**config.mk**
```make
export PLATFORM = sky130hd
export DESIGN_NAME = vin_spc_top
export DESIGN_NICKNAME = d
export VERILOG_FILES = /design/src/rtl/vin_spc_pkg.sv /design/src/rtl/cfg_shift_reg.sv /design/src/rtl/vin_spc_top.sv
export SDC_FILE = /design/constraint.sdc
export NUM_CORES = 1
export LEC_CHECK = 0
export BUFFER_PORTS_ARGS = -buffer_cell sky130_fd_sc_hd__buf_2
export CORE_MARGIN = 4
export CORE_UTILIZATION = 45
export CTS_CLUSTER_SIZE = 28
export DETAILED_ROUTE_END_ITERATION = 12
export PLACE_DENSITY = 0.75
export SLEW_MARGIN = 20
export SYNTH_ARGS = -nofsm -noshare
export SYNTH_HDL_FRONTEND = slang
export SYNTH_SLANG_ARGS = --single-unit
```
**constraint.sdc**
```tcl
create_clock -name Clk -period 2 [get_ports Clk]
set_clock_uncertainty 0.05 [all_clocks]
set_input_delay 0.1 -clock Clk [delete_from_list [all_inputs] [get_ports Clk]]
set_output_delay 0.1 -clock Clk [all_outputs]
set_load 0.05 [all_outputs]
```
**src/rtl/vin_spc_pkg.sv**
```systemverilog
// Shared constants and types for the VIN serial-programmed configuration block.
// Build option: LED_ACTIVE_LOW_EN (see vin_spc_top).
package vin_spc_pkg;

  localparam int unsigned CFG_W    = 33;
  localparam int unsigned CNT_W    = 6;
  localparam int unsigned PAGE_MAX = 4;
  localparam int unsigned PAGE_W   = 3;
  localparam int unsigned LED_W    = 8;
  localparam int unsigned NUM_BTN  = 4;

  localparam int unsigned BTN_LEFT  = 0;
  localparam int unsigned BTN_RIGHT = 1;
  localparam int unsigned BTN_UP    = 2;
  localparam int unsigned BTN_DOWN  = 3;

  localparam int unsigned RE_POS         = 0;  localparam int unsigned RE_W         = 1;
  localparam int unsigned FS_POS         = 1;  localparam int unsigned FS_W         = 1;
  localparam int unsigned GD_POS         = 2;  localparam int unsigned GD_W         = 3;
  localparam int unsigned NS_POS         = 5;  localparam int unsigned NS_W         = 1;
  localparam int unsigned CE_POS         = 6;  localparam int unsigned CE_W         = 1;
  localparam int unsigned GS_POS         = 7;  localparam int unsigned GS_W         = 4;
  localparam int unsigned IQ_POS         = 11; localparam int unsigned IQ_W         = 1;
  localparam int unsigned F_POS          = 12; localparam int unsigned F_W          = 4;
  localparam int unsigned CAP_SEL_POS    = 16; localparam int unsigned CAP_SEL_W    = 4;
  localparam int unsigned CCOMP_SEL_POS  = 20; localparam int unsigned CCOMP_SEL_W  = 2;
  localparam int unsigned EN_RDEG_HF_POS = 22; localparam int unsigned EN_RDEG_HF_W = 2;
  localparam int unsigned EN_RDEG_POS    = 24; localparam int unsigned EN_RDEG_W    = 1;
  localparam int unsigned DP_POS         = 25; localparam int unsigned DP_W         = 3;
  localparam int unsigned DN_POS         = 28; localparam int unsigned DN_W         = 2;
  localparam int unsigned EN_HF_POS      = 30; localparam int unsigned EN_HF_W      = 1;
  localparam int unsigned EN_MF_POS      = 31; localparam int unsigned EN_MF_W      = 1;
  localparam int unsigned EN_LF_POS      = 32; localparam int unsigned EN_LF_W      = 1;

  typedef logic [PAGE_W-1:0] page_t;

  // Member order mirrors the bit map above, MSB first; gd[0] is active-low.
  typedef struct packed {
    logic       en_lf;
    logic       en_mf;
    logic       en_hf;
    logic [1:0] dn;
    logic [2:0] dp;
    logic       en_rdeg;
    logic [1:0] en_rdeg_hf;
    logic [1:0] ccomp_sel;
    logic [3:0] cap_sel;
    logic [3:0] f;
    logic       iq;
    logic [3:0] gs;
    logic       ce;
    logic       ns;
    logic [2:0] gd;
    logic       fs;
    logic       re;
  } cfg_fields_t;

endpackage

```
**src/rtl/cfg_shift_reg.sv**
```systemverilog
// Serial configuration shift register: LSB-first load, saturating bit counter, VALID flag.
module cfg_shift_reg
  import vin_spc_pkg::*;
(
  input  logic             clk_i,
  input  logic             rst_ni,
  input  logic             cfg_i,
  output logic [CFG_W-1:0] cfg_o,
  output logic             valid_o
);

  logic [CFG_W-1:0] cfg_q, cfg_d;
  logic [CNT_W-1:0] cnt_q, cnt_d;
  logic             full;

  assign full = (cnt_q == CNT_W'(CFG_W));

  // Once the full word is in, the register freezes and further serial data is ignored.
  always_comb begin
    cfg_d = cfg_q;
    cnt_d = cnt_q;
    if (!full) begin
      cfg_d = {cfg_i, cfg_q[CFG_W-1:1]};
      cnt_d = cnt_q + CNT_W'(1);
    end
  end

  always_ff @(posedge clk_i or negedge rst_ni) begin
    if (!rst_ni) begin
      cfg_q <= '0;
      cnt_q <= '0;
    end else begin
      cfg_q <= cfg_d;
      cnt_q <= cnt_d;
    end
  end

  assign cfg_o   = cfg_q;
  assign valid_o = full;

endmodule

```
**src/rtl/vin_spc_top.sv**
```systemverilog
// VIN configuration top: serial config load, button-driven LED page viewer, Arduino reset.
// Build option: define LED_ACTIVE_LOW_EN for inverted LED drive (reset value all-ones).
module vin_spc_top
  import vin_spc_pkg::*;
(
  input  logic Clk,
  input  logic Resetn,
  input  logic Cfg_in,
  input  logic DIR_LEFT,
  input  logic DIR_RIGHT,
  input  logic DIR_UP,
  input  logic DIR_DOWN,
  output logic LED0,
  output logic LED1,
  output logic LED2,
  output logic LED3,
  output logic LED4,
  output logic LED5,
  output logic LED6,
  output logic LED7,
  output logic ARDUINO_RESET
);

`ifdef LED_ACTIVE_LOW_EN
  localparam logic [LED_W-1:0] LedRst = '1;
`else
  localparam logic [LED_W-1:0] LedRst = '0;
`endif

  // Asynchronous assert, synchronous release.
  logic rst_meta_q, rst_sync_q, rst_n;

  always_ff @(posedge Clk or negedge Resetn) begin
    if (!Resetn) begin
      rst_meta_q <= 1'b0;
      rst_sync_q <= 1'b0;
    end else begin
      rst_meta_q <= 1'b1;
      rst_sync_q <= rst_meta_q;
    end
  end

  assign rst_n = rst_sync_q;

  logic [CFG_W-1:0] cfg_word;
  logic             valid;
  cfg_fields_t      fields;

  cfg_shift_reg u_shift (
    .clk_i   (Clk),
    .rst_ni  (rst_n),
    .cfg_i   (Cfg_in),
    .cfg_o   (cfg_word),
    .valid_o (valid)
  );

  assign fields = cfg_fields_t'(cfg_word);

  logic [NUM_BTN-1:0] btn_raw, btn_meta_q, btn_sync_q, btn_prev_q, btn_rise;
  page_t              page_q, page_d;
  logic [LED_W-1:0]   led_q, led_d, led_sel;
  logic               ard_q;

  assign btn_raw  = {DIR_DOWN, DIR_UP, DIR_RIGHT, DIR_LEFT};
  assign btn_rise = btn_sync_q & ~btn_prev_q;

  always_comb begin
    page_d = page_q;
    if (btn_rise[BTN_DOWN]) begin
      page_d = '0;
    end else if (btn_rise[BTN_UP]) begin
      page_d = page_t'(PAGE_MAX);
    end else if (btn_rise[BTN_RIGHT]) begin
      page_d = (page_q >= page_t'(PAGE_MAX)) ? '0 : page_q + page_t'(1);
    end else if (btn_rise[BTN_LEFT]) begin
      page_d = (page_q == '0) ? page_t'(PAGE_MAX) : page_q - page_t'(1);
    end
  end

  // Pages 0..3 are byte slices; the last page carries only the top bit.
  always_comb begin
    led_sel = '0;
    if (page_q < page_t'(PAGE_MAX)) begin
      led_sel = fields[{1'b0, page_q[1:0], 3'b000} +: LED_W];
    end else begin
      led_sel = {{(LED_W-1){1'b0}}, fields.en_lf};
    end
`ifdef LED_ACTIVE_LOW_EN
    led_d = ~led_sel;
`else
    led_d = led_sel;
`endif
  end

  always_ff @(posedge Clk or negedge rst_n) begin
    if (!rst_n) begin
      btn_meta_q <= '0;
      btn_sync_q <= '0;
      btn_prev_q <= '0;
      page_q     <= '0;
      led_q      <= LedRst;
      ard_q      <= 1'b0;
    end else begin
      btn_meta_q <= btn_raw;
      btn_sync_q <= btn_meta_q;
      btn_prev_q <= btn_sync_q;
      page_q     <= page_d;
      led_q      <= led_d;
      ard_q      <= valid;
    end
  end

  assign {LED7, LED6, LED5, LED4, LED3, LED2, LED1, LED0} = led_q;
  assign ARDUINO_RESET = ard_q;

endmodule

```
* After elaboration in Yosys (flattened, before gate mapping)
Index checks and enable logic that the tools add are counted.
** Cells by class
- Shift-type cells :: 1
- Magnitude comparators :: 2
- Reductions and logical operators :: 2
- Mux-type cells :: 7
- $add $sub $neg :: 3
- Equality and inequality tests :: 1
- Bitwise operators :: 2
** Operator list (count)
- $shiftx A33 B6 Y8 :: 1
- $mux W3 :: 6
- $mux W8 :: 1
- $add A6 B1 Y6 const B :: 1
- $eq A6 B6 Y1 const B :: 1
- $and A4 B4 Y4 :: 1
- $not A4 Y4 :: 1
- $reduce_bool A4 Y1 :: 1
- $add A3 B1 Y3 const B :: 1
- $ge A3 B3 Y1 const B :: 1
- $logic_not A3 Y1 :: 1
- $lt A3 B3 Y1 const B :: 1
- $sub A3 B1 Y3 const B :: 1
** Storage, ports and cells
- Word-level logic and storage cells :: 28
- Output and inout port bits :: 9
- Bits in registers :: 65
- Bits of input ports :: 7

* Logic depth before layout (Yosys ltp)
Gate-level depths: netlist (run 1).
- Depth in word-level cells :: 6
- Mapped depth :: 7
- Gate-level depth less buffers :: 6

* Modules after synthesis
From an unflattened synthesis (run 1), not the netlist that was laid out.
** Unflattened totals
- Cell total of the unflattened synthesis :: 166
- Area total of the unflattened synthesis :: 2738.9 um2
** Modules (own cells, without submodules)
- cfg_shift_reg :: seq. area each 975.9 um2, area an instance 1637.8 um2, times used 1, cells an instance 92
- vin_spc_top :: seq. area each 650.6 um2, area an instance 1101.1 um2, times used 1, cells an instance 74

* Worst setup path after synthesis (run 1)
Ideal clock, no wire load.
- Kind :: reg2reg
- Start :: register page_q[0]
- End :: register page_q[2]
- Required time :: 1.818 ns
- Stages on the path, launching flop included :: 8
- Clock period less this slack :: 1.603 ns
- Setup time :: 0.132 ns
- Arrival time :: 1.421 ns
- Slack :: 0.397 ns
- Buffers on the path :: 1
- Path through :: dfrtp_1 -> buf_4 -> inv_1 -> ha_1 -> nor3_1 -> a211oi_1 -> a311oi_1 -> a21boi_0
** Between the ends
- Word-level cells in the longest chain between the ends :: 6
- Elaborated cells between the ends (all ways) :: 10
- Classes of those cells :: add/sub (2); order compare (1); mux (6); reduce/logical (1)
** Ends and longest elaborated chain
- from (decl) :: RTL line vin_spc_top.sv:60 : page_t page_q, page_d;
- from (signal assigned) :: RTL line vin_spc_top.sv:107 : page_q <= page_d;
- $sub A3 B1 Y3 / $logic_not A3 Y1 (equally long branches) :: RTL line vin_spc_top.sv:76 : page_d = (page_q == '0) ? page_t'(PAGE_MAX) : page_q - page_t'(1);
- $mux W3 :: RTL line vin_spc_top.sv:76
- $mux W3 :: RTL line vin_spc_top.sv:75 : end else if (btn_rise[BTN_LEFT]) begin
- $mux W3 (*) :: RTL line vin_spc_top.sv:73 : end else if (btn_rise[BTN_RIGHT]) begin
- $mux W3 (*) :: RTL line vin_spc_top.sv:71 : end else if (btn_rise[BTN_UP]) begin
- $mux W3 (*) :: RTL line vin_spc_top.sv:69 : if (btn_rise[BTN_DOWN]) begin
Mark *: on every way between the ends. The rest lies on a longest branch, timed or not. The select of a mux whose other input is x is not followed.
A chain may end at the register's enable or synchronous reset.

* Final worst setup path (run 1)
- Start :: register u_shift.cnt_q[1]
- End :: register u_shift.cfg_q[0], in the netlist u_shift.cfg_o[0]
** Between the ends
- Word-level cells in the longest chain between the ends :: 1
** Ends and longest elaborated chain
- from (decl) :: RTL line cfg_shift_reg.sv:13 : logic [CNT_W-1:0] cnt_q, cnt_d;
- from (signal assigned) :: RTL line cfg_shift_reg.sv:34 : cnt_q <= cnt_d;
- $eq A6 B6 Y1 :: RTL line cfg_shift_reg.sv:16 : assign full = (cnt_q == CNT_W'(CFG_W));
- to (signal assigned) :: RTL line cfg_shift_reg.sv:33 : cfg_q <= cfg_d;
- to (decl) :: RTL line cfg_shift_reg.sv:12 : logic [CFG_W-1:0] cfg_q, cfg_d;
Every way passes these cells.

==> results of run 1 <==
worst max-delay path, cell delays in order (launching register included):
cell     delay [ps]
dfrtp_1         410
inv_1            90
ha_1            130
and4b_2         270
buf_12          230
mux2_2          360
cell usage in the layout, fill, tap and decap left out, types with 2 or more instances in the layout:
cell type       n
buf_2          15
nor2_1          4
ha_1            5
clkbuf_8       10
clkinvlp_4      2
mux2_2          8
mux4_2          8
buf_12          2
and2_1          7
dfrtp_1        64
mux2i_1         2
nand2b_1        2
xnor2_1         5
inv_1           4
dlygate4sd3_1   7
buf_4           3
a21oi_1         2
clkinv_2        2
mux2_4         26
nand3_1         3
nor2b_1         3
worst max-delay path by stage:
stage,from,cells after the start,to,slack (ps)
floorplan,rst_n,0,ARDUINO_RESET,6
global placement,u_shift.cnt_q[1],5,u_shift.cfg_o[0],400
detailed placement,u_shift.cnt_q[1],5,u_shift.cfg_o[2],350
CTS,u_shift.cnt_q[1],5,u_shift.cfg_o[4],340
global route,btn_sync_q[1],4,page_q[0],260
finish,u_shift.cnt_q[1],5,u_shift.cfg_o[0],340
metrics by stage:
step                      instance area (um2)   util  power (mW)  hold slack, ps
after floorplan                          2730      -        1.77            -246
after global placement                   2870  0.488        1.86            -164
after detailed placement                 2870  0.488        1.87            -163
after CTS                                3140  0.533        2.99             152
after global routing                     3140  0.533        3.09             178
final                                    3140  0.533        2.95             137
per-layer routing:
metal,GRT usage,part of all wire,up-vias
met5,0,0,-
met4,0.0561,0.019,0
met1,0.171,0.48,698
met2,0.181,0.45,24
li1,-,-,634
met3,0.0634,0.055,9
cell type report:
class | instances | area (um2)
fill | 486 | 2750
sequential | 65 | 1630
multi-input combinational | 88 | 998
timing repair buffer | 27 | 208
clock buffer | 11 | 141
tap | 75 | 93.8
clock inverter | 5 | 55.1
inverter | 4 | 15.0
state kept, by name (all words and copies together), names as in the netlist:
signal / cells
ARDUINO_RESET: 1
btn_meta_q: 4
btn_prev_q: 4
btn_sync_q: 4
led_q: 8
page_q: 3
rst_meta_q: 1
rst_n: 1
u_shift.cfg_o: 33
u_shift.cnt_q: 6
where the power goes:
group          total [mW]  switching, mW  internal [mW]  leakage (nW)
logic               0.391          0.219          0.172         0.598
clock network        1.10          0.494          0.605        0.0953
registers            1.46         0.0556           1.40         0.769
kinds of logic (layout without fill, tap and decap cells):
group | count (synthesis) | in the layout
xor+xnor | 5 | 5
compound gates | 8 | 8
buf+inv | 11 | 47
other cells | 1 | 1
mux | 44 | 44
flops | 65 | 65
simple gates | 25 | 25
fa+ha+maj | 5 | 5
==> results.json, run 1 <==
{
  "ant_nets": 0,
  "place_hpwl_um": 2590,
  "place_ws_ps": 348,
  "synth-edff-count": 0,
  "die_width_um": 85.9,
  "cts_tree": "done",
  "area_delta_synth_final_pct": 15.1,
  "syn_area_per_cell_um2": 16.6,
  "path_class": "flip-flop to flip-flop",
  "fmax_ghz": 0.603,
  "grt_setup_unrepaired": "false",
  "instances_no_fill": 275,
  "synth_xor_area_frac": 0.0161,
  "syn_area_um2": 2730,
  "io_buffers": 15,
  "yosysTopAreaCell": "dfrtp_1",
  "wl_per_cell_um": 14.4,
  "min_path_type": "flip-flop to async pin",
  "crit_path_start_kind": "flip-flop",
  "synth-seq-area-share": 0.596,
  "finalHoldViolCount": 0,
  "ys_types": 32,
  "synth_cells": 164,
  "dr.pass1.iters": 4,
  "fin_tns_setup_ps": 0,
  "cts_made_buffers": 9,
  "post-route-period-util": 0.829,
  "worst_slack_ps": 342,
  "regToRegStartpoint": "u_shift.cnt_q[1]",
  "synth_top_family_by_area": "multiplexers",
  "vdd_drop_max_mv": 0.450,
  "wirelength_um": 3970,
  "placed_cells": 252,
  "initial_core_util": 0.463,
  "p_leak_nw": 1.46,
  "cp_max_fo": 28,
  "ys_warn_count": 0,
  "cp.arrival_ps": 1840,
  "die_area_um2": 7370,
  "min_period_ps": 1660,
  "async_flop_share": 1.00,
  "cts_hold_buf": 7,
  "place_congestion": 0.766,
  "synth_seq_cells": 65,
  "antenna_found_initial": 0,
  "grt_start_max_net_pins": 48,
  "h-tree-depth": 3,
  "regToRegSetupSlack_ps": 340,
  "end_kind": "flip-flop",
  "cts_resized": 0,
  "vias": 1365,
  "num_antenna_cells": 0,
  "r2r_cells": 5,
  "status": "complete, no violations",
  "crit_required_ps": 2180,
  "slew_violations": 0,
  "drive_gt1_frac": 0.400,
  "grt_usage": 0.129,
  "synth_compound_area_frac": 0.0220,
  "r2r-end": "u_shift.cfg_o[0]",
  "core_um2": 5890,
  "cts_setup_buffers": 0,
  "drv_cap": 0,
  "synth_ff_type": "dfrtp_1",
  "grt_first_pass_wirelength_um": 7110,
  "synth_fa_ha_area_frac": 0.0229,
  "globalRoute.totalOverflow": 0,
  "synthSimpleGateAreaFrac": 0.0537,
  "drcViolationCount": 0,
  "clkLatencyLatePin_ps": 340,
  "fp.dieH_um": 85.9,
  "grt_pass1_vias": 1458,
  "nNetsFinal": 207,
  "clock-sinks": 65,
  "drt_iter0_drc": 93,
  "yosysMostFrequentCell": "dfrtp_1",
  "cts.clk_slew.worst_paths_ps": 70,
  "via_per_inst": 4.96,
  "syn-num-nets": 176,
  "num_rows": 28,
  "cts-root-buf": "clkbuf_8",
  "setup_violations": 0,
  "clk_path_buf_depth": 2,
  "synthMuxAreaShare": 0.250,
  "yosys-top-cells-area": "dfrtp_1 60%, mux2_4 14%, mux4_2 6.6%",
  "power_density_nw_per_um2": 938,
  "synth_common_cells": "65 x dfrtp_1, 26 x mux2_4, 8 x mux2_2, 8 x mux4_2, 7 x and2_1",
  "io_pins": 16,
  "synth_top_area_frac": 0.596
}
Power figures use the tool's default switching activity.
==> run 2: changes to the inputs <==
--- a/config.mk
+++ b/config.mk
@@ -5,6 +5,7 @@
 export SDC_FILE = /design/constraint.sdc
 export NUM_CORES = 1
 export LEC_CHECK = 0
+export ABC_AREA = 1
 export BUFFER_PORTS_ARGS = -buffer_cell sky130_fd_sc_hd__buf_2
 export CORE_MARGIN = 4
 export CORE_UTILIZATION = 45
==> constraint.sdc (replaced) <==
create_clock -name Clk -period 1.5 [get_ports Clk]
set_clock_uncertainty 0.05 [all_clocks]
set_input_delay 0.075 -clock Clk [delete_from_list [all_inputs] [get_ports Clk]]
set_output_delay 0.075 -clock Clk [all_outputs]
set_load 0.05 [all_outputs]
==> results.json, run 2 <==
{
  "final_cell_mix": "77 x nand2_1, 64 x dfrtp_1, 28 x inv_1",
  "wl_per_cell_um": 12.5,
  "grt_usage": 0.159,
  "path_cells": "ha_1, nand3_2, buf_12, nand2_1, o21ai_0",
  "syn-num-nets": 298,
  "core_um2": 5920,
  "path_buf_inv": 1,
  "grt_first_pass_wirelength_um": 8930,
  "clkLatencyLatePin_ps": 350,
  "grt_setup_unrepaired": "false",
  "synth_seq_cells": 65,
  "power.total_mw": 4.19,
  "nNetsFinal": 326,
  "slew_violations": 0,
  "ant_nets": 0,
  "async_flop_share": 1.00,
  "synth-edff-count": 0,
  "cp.arrival_ps": 1570,
  "globalRoute.totalOverflow": 0,
  "cts_tree": "done",
  "initial_core_util": 0.461,
  "setup_violations": 0,
  "via_per_inst": 4.87,
  "yosys-top-cells-area": "dfrtp_1 60%, nand2_1 11%, o21ai_0 4.8%",
  "syn_area_per_cell_um2": 9.55,
  "syn_area_um2": 2730,
  "cts-root-buf": "clkbuf_8",
  "max_stage_delay_ps": 420,
  "fmax_ghz": 0.739,
  "num_rows": 28,
  "ys_types": 25,
  "instances_no_fill": 394,
  "cp_max_fo": 43,
  "h-tree-depth": 3,
  "min_period_ps": 1350,
  "synth-seq-area-share": 0.596,
  "wirelength_um": 4930,
  "p_leak_nw": 1.55,
  "antenna_found_initial": 0,
  "io_buffers": 15,
  "largest_reg_flops": 33,
  "crit_path_start_kind": "flip-flop",
  "clk_path_buf_depth": 2,
  "grt_start_max_net_pins": 64,
  "drive_gt1_frac": 0.201,
  "ys_warn_count": 0,
  "cts.clk_slew.worst_paths_ps": 60,
  "num_antenna_cells": 0,
  "mostFrequentLayoutCell": "nand2_1",
  "drt_iter0_drc": 128,
  "whs_ps": 214,
  "min_path_type": "flip-flop to async pin",
  "vias": 1919,
  "crit_required_ps": 1710,
  "synth_ff_type": "dfrtp_1",
  "yosysMostFrequentCell": "nand2_1",
  "finalHoldViolCount": 0,
  "status": "complete, no violations",
  "post-route-period-util": 0.902,
  "area_delta_synth_final_pct": 15.8,
  "dr.pass1.iters": 5,
  "synth_cells": 286,
  "cts_made_buffers": 9,
  "worst_slack_ps": 146,
  "fp.dieH_um": 85.9,
  "drcViolationCount": 0,
  "cts_setup_buffers": 0,
  "place_hpwl_um": 3250,
  "power_density_nw_per_um2": 1330,
  "path_delay_family": "flip-flops",
  "die_area_um2": 7380,
  "place_ws_ps": 121,
  "die_width_um": 85.9,
  "path_class": "flip-flop to flip-flop",
  "slowest_stage": "dfrtp_1",
  "end_kind": "flip-flop",
  "drv_cap": 0,
  "grt_pass1_vias": 1941,
  "clock-sinks": 65,
  "yosysTopAreaCell": "dfrtp_1",
  "io_pins": 16,
  "placed_cells": 371,
  "vdd_drop_max_mv": 0.577,
  "fin_tns_setup_ps": 0,
  "place_congestion": 0.795,
  "synth_top_area_frac": 0.596,
  "synth_common_cells": "77 x nand2_1, 65 x dfrtp_1, 28 x inv_1, 26 x o21ai_0, 23 x a21oi_1"
}
==> run 2: cell count changes after synthesis, sizes merged, moves of 4 or more <==
cell / change
nand2: +86
o21ai: +37
mux2: -34
inv: +26
a21oi: +21
nor2: +9
mux4: -8
and2: -7
buf: +4
==> run 2: power by group <==
part           switching [mW]  total (mW)  internal (mW)
sequential             0.0804        1.98           1.90
clock                   0.625        1.40          0.775
combinational           0.574       0.810          0.236
==> run 2: final timing paths <==
check                            startpoint          endpoint  slack, ps  depth (start not counted)
max reg2reg                u_shift.cnt_q[0]  u_shift.cfg_o[8]        150                          5
min reg2reg                           rst_n     ARDUINO_RESET        210                          1
min in group Clk              btn_meta_q[1]     btn_sync_q[1]        300                          0
max                        u_shift.cnt_q[0]  u_shift.cfg_o[8]        150                          5
max in group asynchronous            Resetn             rst_n        750                          3
min                                   rst_n     ARDUINO_RESET        210                          1
==> run 2: what timing repair did <==
action / 4_1_cts / 5_1_grt
gates resized for setup: 0 / 2
setup endpoints to repair: 0 / 1
hold endpoints to repair: 7 / 0
hold buffers: 7 / 0
==> run 2: kinds of logic after synthesis <==
family | count (synthesis) | synth area share
AOI/OAI and AO/OA | 62 | 0.129
xor gates and xnor gates | 4 | 0.0128
adders and majority gates | 5 | 0.0229
buffers and inverters | 42 | 0.0715
DFF | 65 | 0.596
other | 1 | 0.00137
and+or+nand+nor | 107 | 0.166
==> run 2: metal layers <==
layer / share of wire / GRT usage / wire length, um / vias to the layer above
met5: 0 / 0 / 0 / -
met4: 0.044 / 0.119 / 219 / 0
met2: 0.47 / 0.231 / 2310 / 45
li1: - / - / - / 956
met1: 0.44 / 0.200 / 2190 / 899
met3: 0.043 / 0.0471 / 210 / 19
==> run 2: cell type report <==
cell class	instances	area (um2)
inverters	30	115
flip-flops and latches	65	1630
multi-input cells	179	908
repair buffers	29	223
fillers	524	2760
well taps	75	93.8
clock inverters	2	10.0
clock buffers	14	183
==> run 2: worst reg2reg max path, delay by kind of cell (launching register included) <==
| kind | cells | cell delay [ps] |
|---|---|---|
| DFF | 1 | 420 |
| and+or+nand+nor | 2 | 250 |
| buffers and inverters | 1 | 240 |
| adders and majority gates | 1 | 220 |
| AOI/OAI and AO/OA | 1 | 80 |
==> run 2: through the flow <==
stage          utilization  area, um2
3_3_place_gp         0.489       2900
6_report             0.534       3160
5_1_grt              0.534       3160
4_1_cts              0.533       3160
2_1_floorplan            -       2730
3_5_place_dp         0.489       2900
